<file path="config.mk">
export PLATFORM = sky130hd
export DESIGN_NAME = bc_control_unit_flat
export DESIGN_NICKNAME = d
export VERILOG_FILES = /design/src/rtl/bc_control_unit_if.sv /design/src/rtl/bc_control_unit.sv /design/src/flat_wrapper.sv
export SDC_FILE = /design/constraint.sdc
export NUM_CORES = 1
export LEC_CHECK = 0
export CAP_MARGIN = 15
export CORE_MARGIN = 3
export CORE_UTILIZATION = 34
export CTS_CLUSTER_DIAMETER = 60
export CTS_CLUSTER_SIZE = 10
export DETAILED_ROUTE_END_ITERATION = 12
export PLACE_DENSITY = 0.85
export SLEW_MARGIN = 20
export SYNTH_ARGS = -nofsm -noshare
export SYNTH_HDL_FRONTEND = slang
export SYNTH_SLANG_ARGS = --single-unit
</file>
<file path="constraint.sdc">
create_clock -name clk -period 2.2 [get_ports clk]
set_input_delay 0.55 -clock clk [delete_from_list [all_inputs] [get_ports clk]]
set_output_delay 0.55 -clock clk [all_outputs]
set_load 0.005 [all_outputs]
</file>
<file path="src/rtl/bc_control_unit_if.sv">
// Datapath-facing bundle for bc_control_unit: status words in, bus select and control vector out.
interface bc_control_unit_if #(
    parameter int WIDTH      = 16,
    parameter int CTRL_LNGTH = 20
);
    logic [WIDTH-1:0]      IR_IN;
    logic [WIDTH-1:0]      AC_IN;
    logic [WIDTH-1:0]      DR_IN;
    logic [2:0]            BUS_SEL;
    logic [CTRL_LNGTH-1:0] CTRL_SGNLS;

    modport master (
        input  IR_IN,
        input  AC_IN,
        input  DR_IN,
        output BUS_SEL,
        output CTRL_SGNLS
    );

    modport slave (
        output IR_IN,
        output AC_IN,
        output DR_IN,
        input  BUS_SEL,
        input  CTRL_SGNLS
    );
endinterface

</file>
<file path="src/rtl/bc_control_unit.sv">
// Hardwired fetch/decode/execute control for the 16-bit basic computer.
// Optional BC_SINGLE_STEP_EN adds a STEP input and a PAUSE state after every instruction.
module bc_control_unit #(
    parameter int WIDTH      = 16,
    parameter int CTRL_LNGTH = 20
) (
    input  logic                    clk,
    input  logic                    RST,
    input  logic                    START,
`ifdef BC_SINGLE_STEP_EN
    input  logic                    STEP,
`endif
    bc_control_unit_if.master       dp,
    output logic [2:0]              SC_OUT,
    output logic                    INSTR_DONE,
    output logic                    HALTED
);

    localparam int LD_AR   = 0;
    localparam int INR_AR  = 1;
    localparam int LD_PC   = 3;
    localparam int INR_PC  = 4;
    localparam int LD_DR   = 6;
    localparam int INR_DR  = 7;
    localparam int LD_AC   = 9;
    localparam int INR_AC  = 10;
    localparam int CLR_AC  = 11;
    localparam int LD_IR   = 12;
    localparam int MEM_WE  = 16;
    localparam int ALU_LSB = 17;

    localparam logic [2:0] BUS_AR  = 3'd0;
    localparam logic [2:0] BUS_PC  = 3'd1;
    localparam logic [2:0] BUS_DR  = 3'd2;
    localparam logic [2:0] BUS_AC  = 3'd3;
    localparam logic [2:0] BUS_IR  = 3'd4;
    localparam logic [2:0] BUS_MEM = 3'd6;

    localparam logic [2:0] ALU_PASS = 3'b000;
    localparam logic [2:0] ALU_AND  = 3'b001;
    localparam logic [2:0] ALU_ADD  = 3'b010;
    localparam logic [2:0] ALU_CMA  = 3'b011;

`ifdef BC_SINGLE_STEP_EN
    typedef enum logic [1:0] {S_IDLE, S_RUN, S_HALT, S_PAUSE} state_t;
`else
    typedef enum logic [1:0] {S_IDLE, S_RUN, S_HALT} state_t;
`endif

    state_t                r_state;
    state_t                w_state_nxt;
    logic [2:0]            r_sc;
    logic [2:0]            w_sc_nxt;
    logic                  r_i;
    logic [2:0]            r_d;
    logic                  w_latch;
    logic                  w_done;
    logic                  w_halt;
    logic [2:0]            w_bus;
    logic [CTRL_LNGTH-1:0] w_ctrl;
    logic                  w_ac_zero;
    logic                  w_ac_neg;
    logic                  w_dr_zero;
    logic                  w_unused_ir;

    assign w_ac_zero   = (dp.AC_IN == '0);
    assign w_ac_neg    = dp.AC_IN[WIDTH-1];
    assign w_dr_zero   = (dp.DR_IN == '0);
    assign w_unused_ir = ^{dp.IR_IN[10], dp.IR_IN[8:6], dp.IR_IN[1]};

    always_ff @(posedge clk) begin
        if (RST) begin
            r_state <= S_IDLE;
            r_sc    <= '0;
            r_i     <= 1'b0;
            r_d     <= '0;
        end else begin
            r_state <= w_state_nxt;
            r_sc    <= w_sc_nxt;
            if (w_latch) begin
                r_i <= dp.IR_IN[15];
                r_d <= dp.IR_IN[14:12];
            end
        end
    end

    always_comb begin
        w_state_nxt = r_state;
        w_sc_nxt    = r_sc;
        w_bus       = '0;
        w_ctrl      = '0;
        w_done      = 1'b0;
        w_latch     = 1'b0;
        w_halt      = 1'b0;

        case (r_state)
            S_IDLE, S_HALT: begin
                w_sc_nxt = '0;
                if (START) begin
                    w_state_nxt = S_RUN;
                end
            end
`ifdef BC_SINGLE_STEP_EN
            S_PAUSE: begin
                w_sc_nxt = '0;
                if (STEP) begin
                    w_state_nxt = S_RUN;
                end
            end
`endif
            S_RUN: begin
                case (r_sc)
                    3'd0: begin
                        w_bus         = BUS_PC;
                        w_ctrl[LD_AR] = 1'b1;
                    end
                    3'd1: begin
                        w_bus          = BUS_MEM;
                        w_ctrl[LD_IR]  = 1'b1;
                        w_ctrl[INR_PC] = 1'b1;
                    end
                    3'd2: begin
                        w_bus         = BUS_IR;
                        w_ctrl[LD_AR] = 1'b1;
                        w_latch       = 1'b1;
                    end
                    3'd3: begin
                        if (r_d == 3'd7) begin
                            w_done = 1'b1;
                            // Register-reference priority: lowest set IR bit wins.
                            if (!r_i) begin
                                if (dp.IR_IN[0]) begin
                                    w_halt = 1'b1;
                                end else if (dp.IR_IN[2]) begin
                                    w_ctrl[INR_PC] = w_ac_zero;
                                end else if (dp.IR_IN[3]) begin
                                    w_ctrl[INR_PC] = w_ac_neg;
                                end else if (dp.IR_IN[4]) begin
                                    w_ctrl[INR_PC] = ~w_ac_neg;
                                end else if (dp.IR_IN[5]) begin
                                    w_ctrl[INR_AC] = 1'b1;
                                end else if (dp.IR_IN[9]) begin
                                    w_ctrl[LD_AC]            = 1'b1;
                                    w_ctrl[ALU_LSB +: 3]     = ALU_CMA;
                                end else if (dp.IR_IN[11]) begin
                                    w_ctrl[CLR_AC] = 1'b1;
                                end
                            end
                        end else if (r_i) begin
                            w_bus         = BUS_MEM;
                            w_ctrl[LD_AR] = 1'b1;
                        end
                    end
                    3'd4: begin
                        case (r_d)
                            3'd0, 3'd1, 3'd2, 3'd6: begin
                                w_bus         = BUS_MEM;
                                w_ctrl[LD_DR] = 1'b1;
                            end
                            3'd3: begin
                                w_bus          = BUS_AC;
                                w_ctrl[MEM_WE] = 1'b1;
                                w_done         = 1'b1;
                            end
                            3'd4: begin
                                w_bus         = BUS_AR;
                                w_ctrl[LD_PC] = 1'b1;
                                w_done        = 1'b1;
                            end
                            3'd5: begin
                                w_bus          = BUS_PC;
                                w_ctrl[MEM_WE] = 1'b1;
                                w_ctrl[INR_AR] = 1'b1;
                            end
                            default: w_done = 1'b1;
                        endcase
                    end
                    3'd5: begin
                        case (r_d)
                            3'd0: begin
                                w_ctrl[LD_AC]        = 1'b1;
                                w_ctrl[ALU_LSB +: 3] = ALU_AND;
                                w_done               = 1'b1;
                            end
                            3'd1: begin
                                w_ctrl[LD_AC]        = 1'b1;
                                w_ctrl[ALU_LSB +: 3] = ALU_ADD;
                                w_done               = 1'b1;
                            end
                            3'd2: begin
                                w_ctrl[LD_AC]        = 1'b1;
                                w_ctrl[ALU_LSB +: 3] = ALU_PASS;
                                w_done               = 1'b1;
                            end
                            3'd5: begin
                                w_bus         = BUS_AR;
                                w_ctrl[LD_PC] = 1'b1;
                                w_done        = 1'b1;
                            end
                            3'd6: w_ctrl[INR_DR] = 1'b1;
                            default: w_done = 1'b1;
                        endcase
                    end
                    3'd6: begin
                        if (r_d == 3'd6) begin
                            w_bus          = BUS_DR;
                            w_ctrl[MEM_WE] = 1'b1;
                            w_ctrl[INR_PC] = w_dr_zero;
                        end
                        w_done = 1'b1;
                    end
                    default: w_done = 1'b1;
                endcase

                w_sc_nxt = w_done ? 3'd0 : r_sc + 3'd1;
                if (w_halt) begin
                    w_state_nxt = S_HALT;
`ifdef BC_SINGLE_STEP_EN
                end else if (w_done) begin
                    w_state_nxt = S_PAUSE;
`endif
                end
            end
            default: begin
                w_state_nxt = S_IDLE;
                w_sc_nxt    = '0;
            end
        endcase
    end

    assign dp.BUS_SEL    = w_bus;
    assign dp.CTRL_SGNLS = w_ctrl;
    assign SC_OUT        = (r_state == S_RUN) ? r_sc : 3'd0;
    assign INSTR_DONE    = w_done;
    assign HALTED        = (r_state == S_HALT);

endmodule

</file>
<file path="src/flat_wrapper.sv">
// flat-port wrapper written by rule: the top's interface ports become plain ports
module bc_control_unit_flat 
#(
    parameter int WIDTH      = 16,
    parameter int CTRL_LNGTH = 20
)
  (clk, RST, START, SC_OUT, INSTR_DONE, HALTED, dp_IR_IN, dp_AC_IN, dp_DR_IN, dp_BUS_SEL, dp_CTRL_SGNLS);
  bc_control_unit_if #(.WIDTH(WIDTH), .CTRL_LNGTH(CTRL_LNGTH)) dp_i ();
  input  logic clk;
  input  logic RST;
  input  logic START;
  output logic [2:0] SC_OUT;
  output logic INSTR_DONE;
  output logic HALTED;
  input wire logic [$bits(dp_i.IR_IN)-1:0] dp_IR_IN;
  input wire logic [$bits(dp_i.AC_IN)-1:0] dp_AC_IN;
  input wire logic [$bits(dp_i.DR_IN)-1:0] dp_DR_IN;
  output wire logic [$bits(dp_i.BUS_SEL)-1:0] dp_BUS_SEL;
  output wire logic [$bits(dp_i.CTRL_SGNLS)-1:0] dp_CTRL_SGNLS;
  assign dp_i.IR_IN = dp_IR_IN;
  assign dp_i.AC_IN = dp_AC_IN;
  assign dp_i.DR_IN = dp_DR_IN;
  assign dp_BUS_SEL = dp_i.BUS_SEL;
  assign dp_CTRL_SGNLS = dp_i.CTRL_SGNLS;
  bc_control_unit #(.WIDTH(WIDTH), .CTRL_LNGTH(CTRL_LNGTH)) u_core (.clk(clk), .RST(RST), .START(START), .dp(dp_i), .SC_OUT(SC_OUT), .INSTR_DONE(INSTR_DONE), .HALTED(HALTED));
endmodule
</file>
**Word level (Yosys, flattened, before mapping)**

Index checks and enable logic that the tools add are counted.

- Add/sub/neg operators: 1
- Eq/ne operators: 17
- Mux-type cells: 75
- Bitwise operators: 2
- Reductions and logical operators: 14

Operator list:

| operator | count |
|---|---|
| 3-bit two-way mux | 17 |
| 1-bit two-way mux | 37 |
| 16-bit zero test | 2 |
| 3-bit == test (second input constant) | 7 |
| 3-bit one-hot mux with 6 select lines | 1 |
| 2-bit two-way mux | 8 |
| 3-bit by 2-bit == test with 1-bit output (second input constant) | 4 |
| 3-bit one-hot mux with 3 select lines | 1 |
| 3-bit OR reduction | 3 |
| 4-bit two-way mux | 2 |
| 1-bit one-hot mux with 2 select lines | 4 |
| 2-bit one-hot mux with 2 select lines | 2 |
| 3-bit by 1-bit == test with 1-bit output (second input constant) | 2 |
| 3-bit zero test | 2 |
| 3-bit one-hot mux with 2 select lines | 1 |
| 2-bit OR reduction | 3 |
| 5-bit OR reduction | 1 |
| 2-bit != test (second input constant) | 2 |
| 1-bit one-hot mux with 4 select lines | 1 |
| 4-bit OR reduction | 1 |
| 3-bit by 1-bit adder with 3-bit output (second input constant) | 1 |
| 1-bit one-hot mux with 3 select lines | 1 |
| 2-bit by 1-bit == test with 1-bit output (second input constant) | 1 |
| 2-bit == test (second input constant) | 1 |
| 3 further kinds | 4 |

- Bits in registers: 9
- Input bits: 51
- Word-level logic and storage cells: 113

**Longest topological paths before layout**

- Depth in word-level cells: 11
- Gate-level depth with buffers: 7
- Depth with buffers taken out: 6

**Least setup slack after synthesis**

OpenSTA, ideal clock, no wires.

- Path kind: register -> output
- Start point: register u_core.r_sc[2]
- End point: output port dp_CTRL_SGNLS[11]
- Arrival time: 1442 ps
- Required time: 1650 ps
- Setup slack: 208 ps
- Cell stages (with the launch flop): 7
- Path buffers: 1
- Cells stage by stage: dfxtp_1 -> buf_2 -> inv_1 -> ha_1 -> nor3b_4 -> nand3_2 -> nor4b_2

- Word-level cells in the longest chain between the ends: 3

RTL lines:

| item | RTL line | text |
|---|---|---|
| start, declared | bc_control_unit.sv:52 | `logic [2:0] r_sc;` |
| start signal, assigned | bc_control_unit.sv:79 | `r_sc <= w_sc_nxt;` |
| 3-bit by 2-bit == test with 1-bit output | bc_control_unit.sv:112 | `case (r_sc)` |
| 2-bit two-way mux | bc_control_unit.sv:112 |  |
| 4-bit two-way mux | bc_control_unit.sv:96 | `case (r_state)` |
| end, declared | flat_wrapper.sv:19 | `output wire logic [$bits(dp_i.CTRL_SGNLS)-1:0] dp_CTRL_SGNLS;` |

No other way between the ends.

**Worst setup path in the final report**

- Start point: register u_core.r_sc[1]
- End point: output port dp_CTRL_SGNLS[17]

- Word-level cells in the longest chain between the ends: 3
- Elaborated cells between the ends (all ways): 4
- Classes of those cells: eq/ne (2); mux (2)

RTL lines:

| item | RTL line |
|---|---|
| 3-bit == test / 3-bit by 2-bit == test with 1-bit output (equally long branches) | bc_control_unit.sv:112 |
| 3-bit one-hot mux with 2 select lines * | bc_control_unit.sv:112 |
| 4-bit two-way mux * | bc_control_unit.sv:96 |

Mark *: on every way between the ends. The rest lies on a longest branch, timed or not.

==> results.json <==
{
  "clk_transition_reported_paths_ns": 0.06,
  "cts_made_buffers": 3,
  "dieArea_sq_um": 3790,
  "dp_cells": 258,
  "die_w_um": 61.5,
  "clock_skew_ns": 0.00415,
  "grt_pass1_wl_um": 5770,
  "max_freq_mhz": 421,
  "cts_tree": "built",
  "worstSkewPairLatency_ns": 0.25,
  "grt_max_degree": 12,
  "synthXorXnorAreaFrac_pct": 0.835,
  "synth_warnings": 0,
  "port-buffer-count": 66,
  "nets": 306,
  "powerDensity_nw_per_um2": 225,
  "placementRows": 19,
  "insertedDiodeCount": 0,
  "drc": 0,
  "yosys_most_used_dff": "dfxtp_1",
  "leakagePower_uw": 0.00106,
  "area_delta_synth_final_pct": 110,
  "min_period_ns": 2.38,
  "avgRoutedWirePerCell_um": 15.7,
  "dr.pass1.iters": 4,
  "netlist_area_sq_um": 1050,
  "required_ns": 1.65,
  "dp_slack_ns": -0.664,
  "clockBufferDepth": 2,
  "finalSetupViolations": 9,
  "rsz0062_at_grt": "yes",
  "status": "finished with violations",
  "path_max_fanout": 4,
  "synth_edf_count": 0,
  "period_share_pct": 108,
  "clock-sinks": 9,
  "viasPerCell": 5.32,
  "yosys-mux-area-fraction_pct": 4.77,
  "synth.avg_cell_area_sq_um": 7.28,
  "synth_top_area_share_pct": 17.2,
  "synth_top_family_by_area": "simple AND/OR/NAND/NOR gates",
  "drive_above_1_share_pct": 37.3,
  "seqCellArea_sq_um": 188,
  "ant_nets": 0,
  "via_count": 1489,
  "nFillCells": 196,
  "cp.arrival_ns": 1.83,
  "synth_compound_area_share_pct": 15.4,
  "violations": "negative setup slack",
  "grt_overflow_total": 0,
  "hold_buffers": 0,
  "die_h_um": 61.5,
  "synth_common_cells": "a21oi_1 (13), nor2_1 (13), nand2_1 (12)",
  "multi_input_area_sq_um": 926,
  "yosys.area.top_type": "dfxtp_1",
  "worstSetupStartpointType": "register",
  "final_area_sq_um": 2200,
  "ys_seq_area_share_pct": 17.2,
  "utilization_pct": 77.1,
  "synthTopCellsByArea": "dfxtp_1 (17%), a21oi_1 (6.2%), ha_1 (6.0%)",
  "htreeDepth": 1,
  "worst-setup-path-type": "reg2out",
  "clockRootBuffer": "clkbuf_4",
  "initial_core_util_pct": 36.8,
  "wl_um": 4390,
  "synth-simple-area-share_pct": 43.7,
  "hp-class": "reg2reg",
  "ys_types": 42,
  "finalNonFillerCells": 280,
  "yosys.area_share.adder_pct": 5.97,
  "synthArstFlopShare_pct": 0,
  "final_max_slew_viol_count": 0,
  "drt_iter0_drc": 46,
  "coreArea_sq_um": 2850,
  "io_pins": 79,
  "maxCapViolCount": 0,
  "synth_cells": 144,
  "placed_area_sq_um": 1870,
  "timing.final.ws_setup_ns": -0.177,
  "dpl.hpwl_um": 2950,
  "gp_congestion": 0.792,
  "antenna_found_initial": 0,
  "grt_usage_pct": 19.6,
  "ys_ff_latch": 9,
  "end_kind": "output port",
  "ir_drop_uv": 236,
  "grt_pass1_vias": 1365,
  "hold_violations": 0
}
==> what timing repair did <==
action | 4_1_cts | 5_1_grt
resized for setup | 89 | 39
setup endpoints to repair | 20 | 18
pin swaps | 16 | 21
setup buffers | 10 | 8
==> flip-flops by register name (all words and copies together), names as in the netlist <==
register        cells
u_core.r_state      2
u_core.r_d          3
u_core.r_sc         3
u_core.r_i          1
==> cell type report <==
type / instances / area share, %
repair buffers: 111 / 44.9
multi-input cells: 119 / 42.1
flip-flops and latches: 9 / 8.53
well taps: 31 / 1.76
inverters: 6 / 1.48
clock buffers: 4 / 1.19
==> per-layer routing <==
layer | up-vias | routed length [um] | track usage, %
met3 | 10 | 317 | 2.52
li1 | 720 | - | -
met2 | 72 | 2270 | 36.2
met1 | 687 | 1720 | 23.1
met4 | 0 | 89 | 6.36
met5 | - | 0 | 0
==> report_power, final <==
| group | switching, uW | leakage [uW] | internal, uW |
|---|---|---|---|
| registers | 4.65 | 0.0000749 | 166 |
| logic | 75.6 | 0.000973 | 126 |
| clock network | 52.5 | 0.0000150 | 69.6 |
==> stage by stage <==
step / hold WS [ns] / total power (uW) / TNS (ns)
CTS: 0.552 / 478 / -0.717
floorplan: 0.533 / 232 / 0
detailed placement: 0.552 / 348 / -5.31
global route: 0.584 / 530 / -2.07
global placement: 0.529 / 344 / -5.19
finish: 0.545 / 495 / -0.856
==> logic make-up (layout without fill, tap and decap cells) <==
kind of cell / count (synthesis) / in the layout
flip-flops: 9 / 9
other: 1 / 7
multiplexers: 5 / 5
adder cells (fa/ha/maj): 5 / 5
buffers and inverters: 22 / 121
XOR/XNOR: 1 / 1
AO/OA/AOI/OAI: 27 / 27
AND/OR/NAND/NOR: 74 / 74
==> critical path, cell delays in order (launching register included) <==
cell and delay, ns:
dfxtp_2 0.36, ha_4 0.15, ha_4 0.15, nor3b_4 0.23, buf_4 0.14, nand4_1 0.11, buf_4 0.18, a21oi_2 0.11
buf_2 0.14
==> path summary, 6_finish.rpt <==
kind / from / to / slack [ns] / cells past startpoint
worst max-delay path: u_core.r_sc[1]$_SDFF_PP0_ / dp_CTRL_SGNLS[17] / -0.18 / 8
worst min-delay path: u_core.r_sc[0]$_SDFF_PP0_ / u_core.r_sc[0]$_SDFF_PP0_ / 0.55 / 2
worst max register to register: u_core.r_sc[0]$_SDFF_PP0_ / u_core.r_d[2]$_SDFFE_PP0P_ / 0.36 / 8
worst min register to register: u_core.r_sc[0]$_SDFF_PP0_ / u_core.r_sc[0]$_SDFF_PP0_ / 0.55 / 2
==> placed cells by master, fill, tap and decap left out, types with 4 or more instances in the layout <==
cell and instances:
clkdlybuf4s50_1 26, nand2b_1 7, nor2_1 12, mux2i_1 5, inv_1 4, buf_2 11
nor3_1 4, conb_1 7, or4_1 4, dlygate4sd2_1 11, nor2b_1 4, nand2_1 10
buf_6 7, dfxtp_1 5, dlymetal6s2s_1 12, buf_4 37, a21oi_1 11, ha_4 5
nor4_1 4, clkdlybuf4s15_1 4, o21ai_0 4
Note: power is estimated with default switching activity, not from simulation.
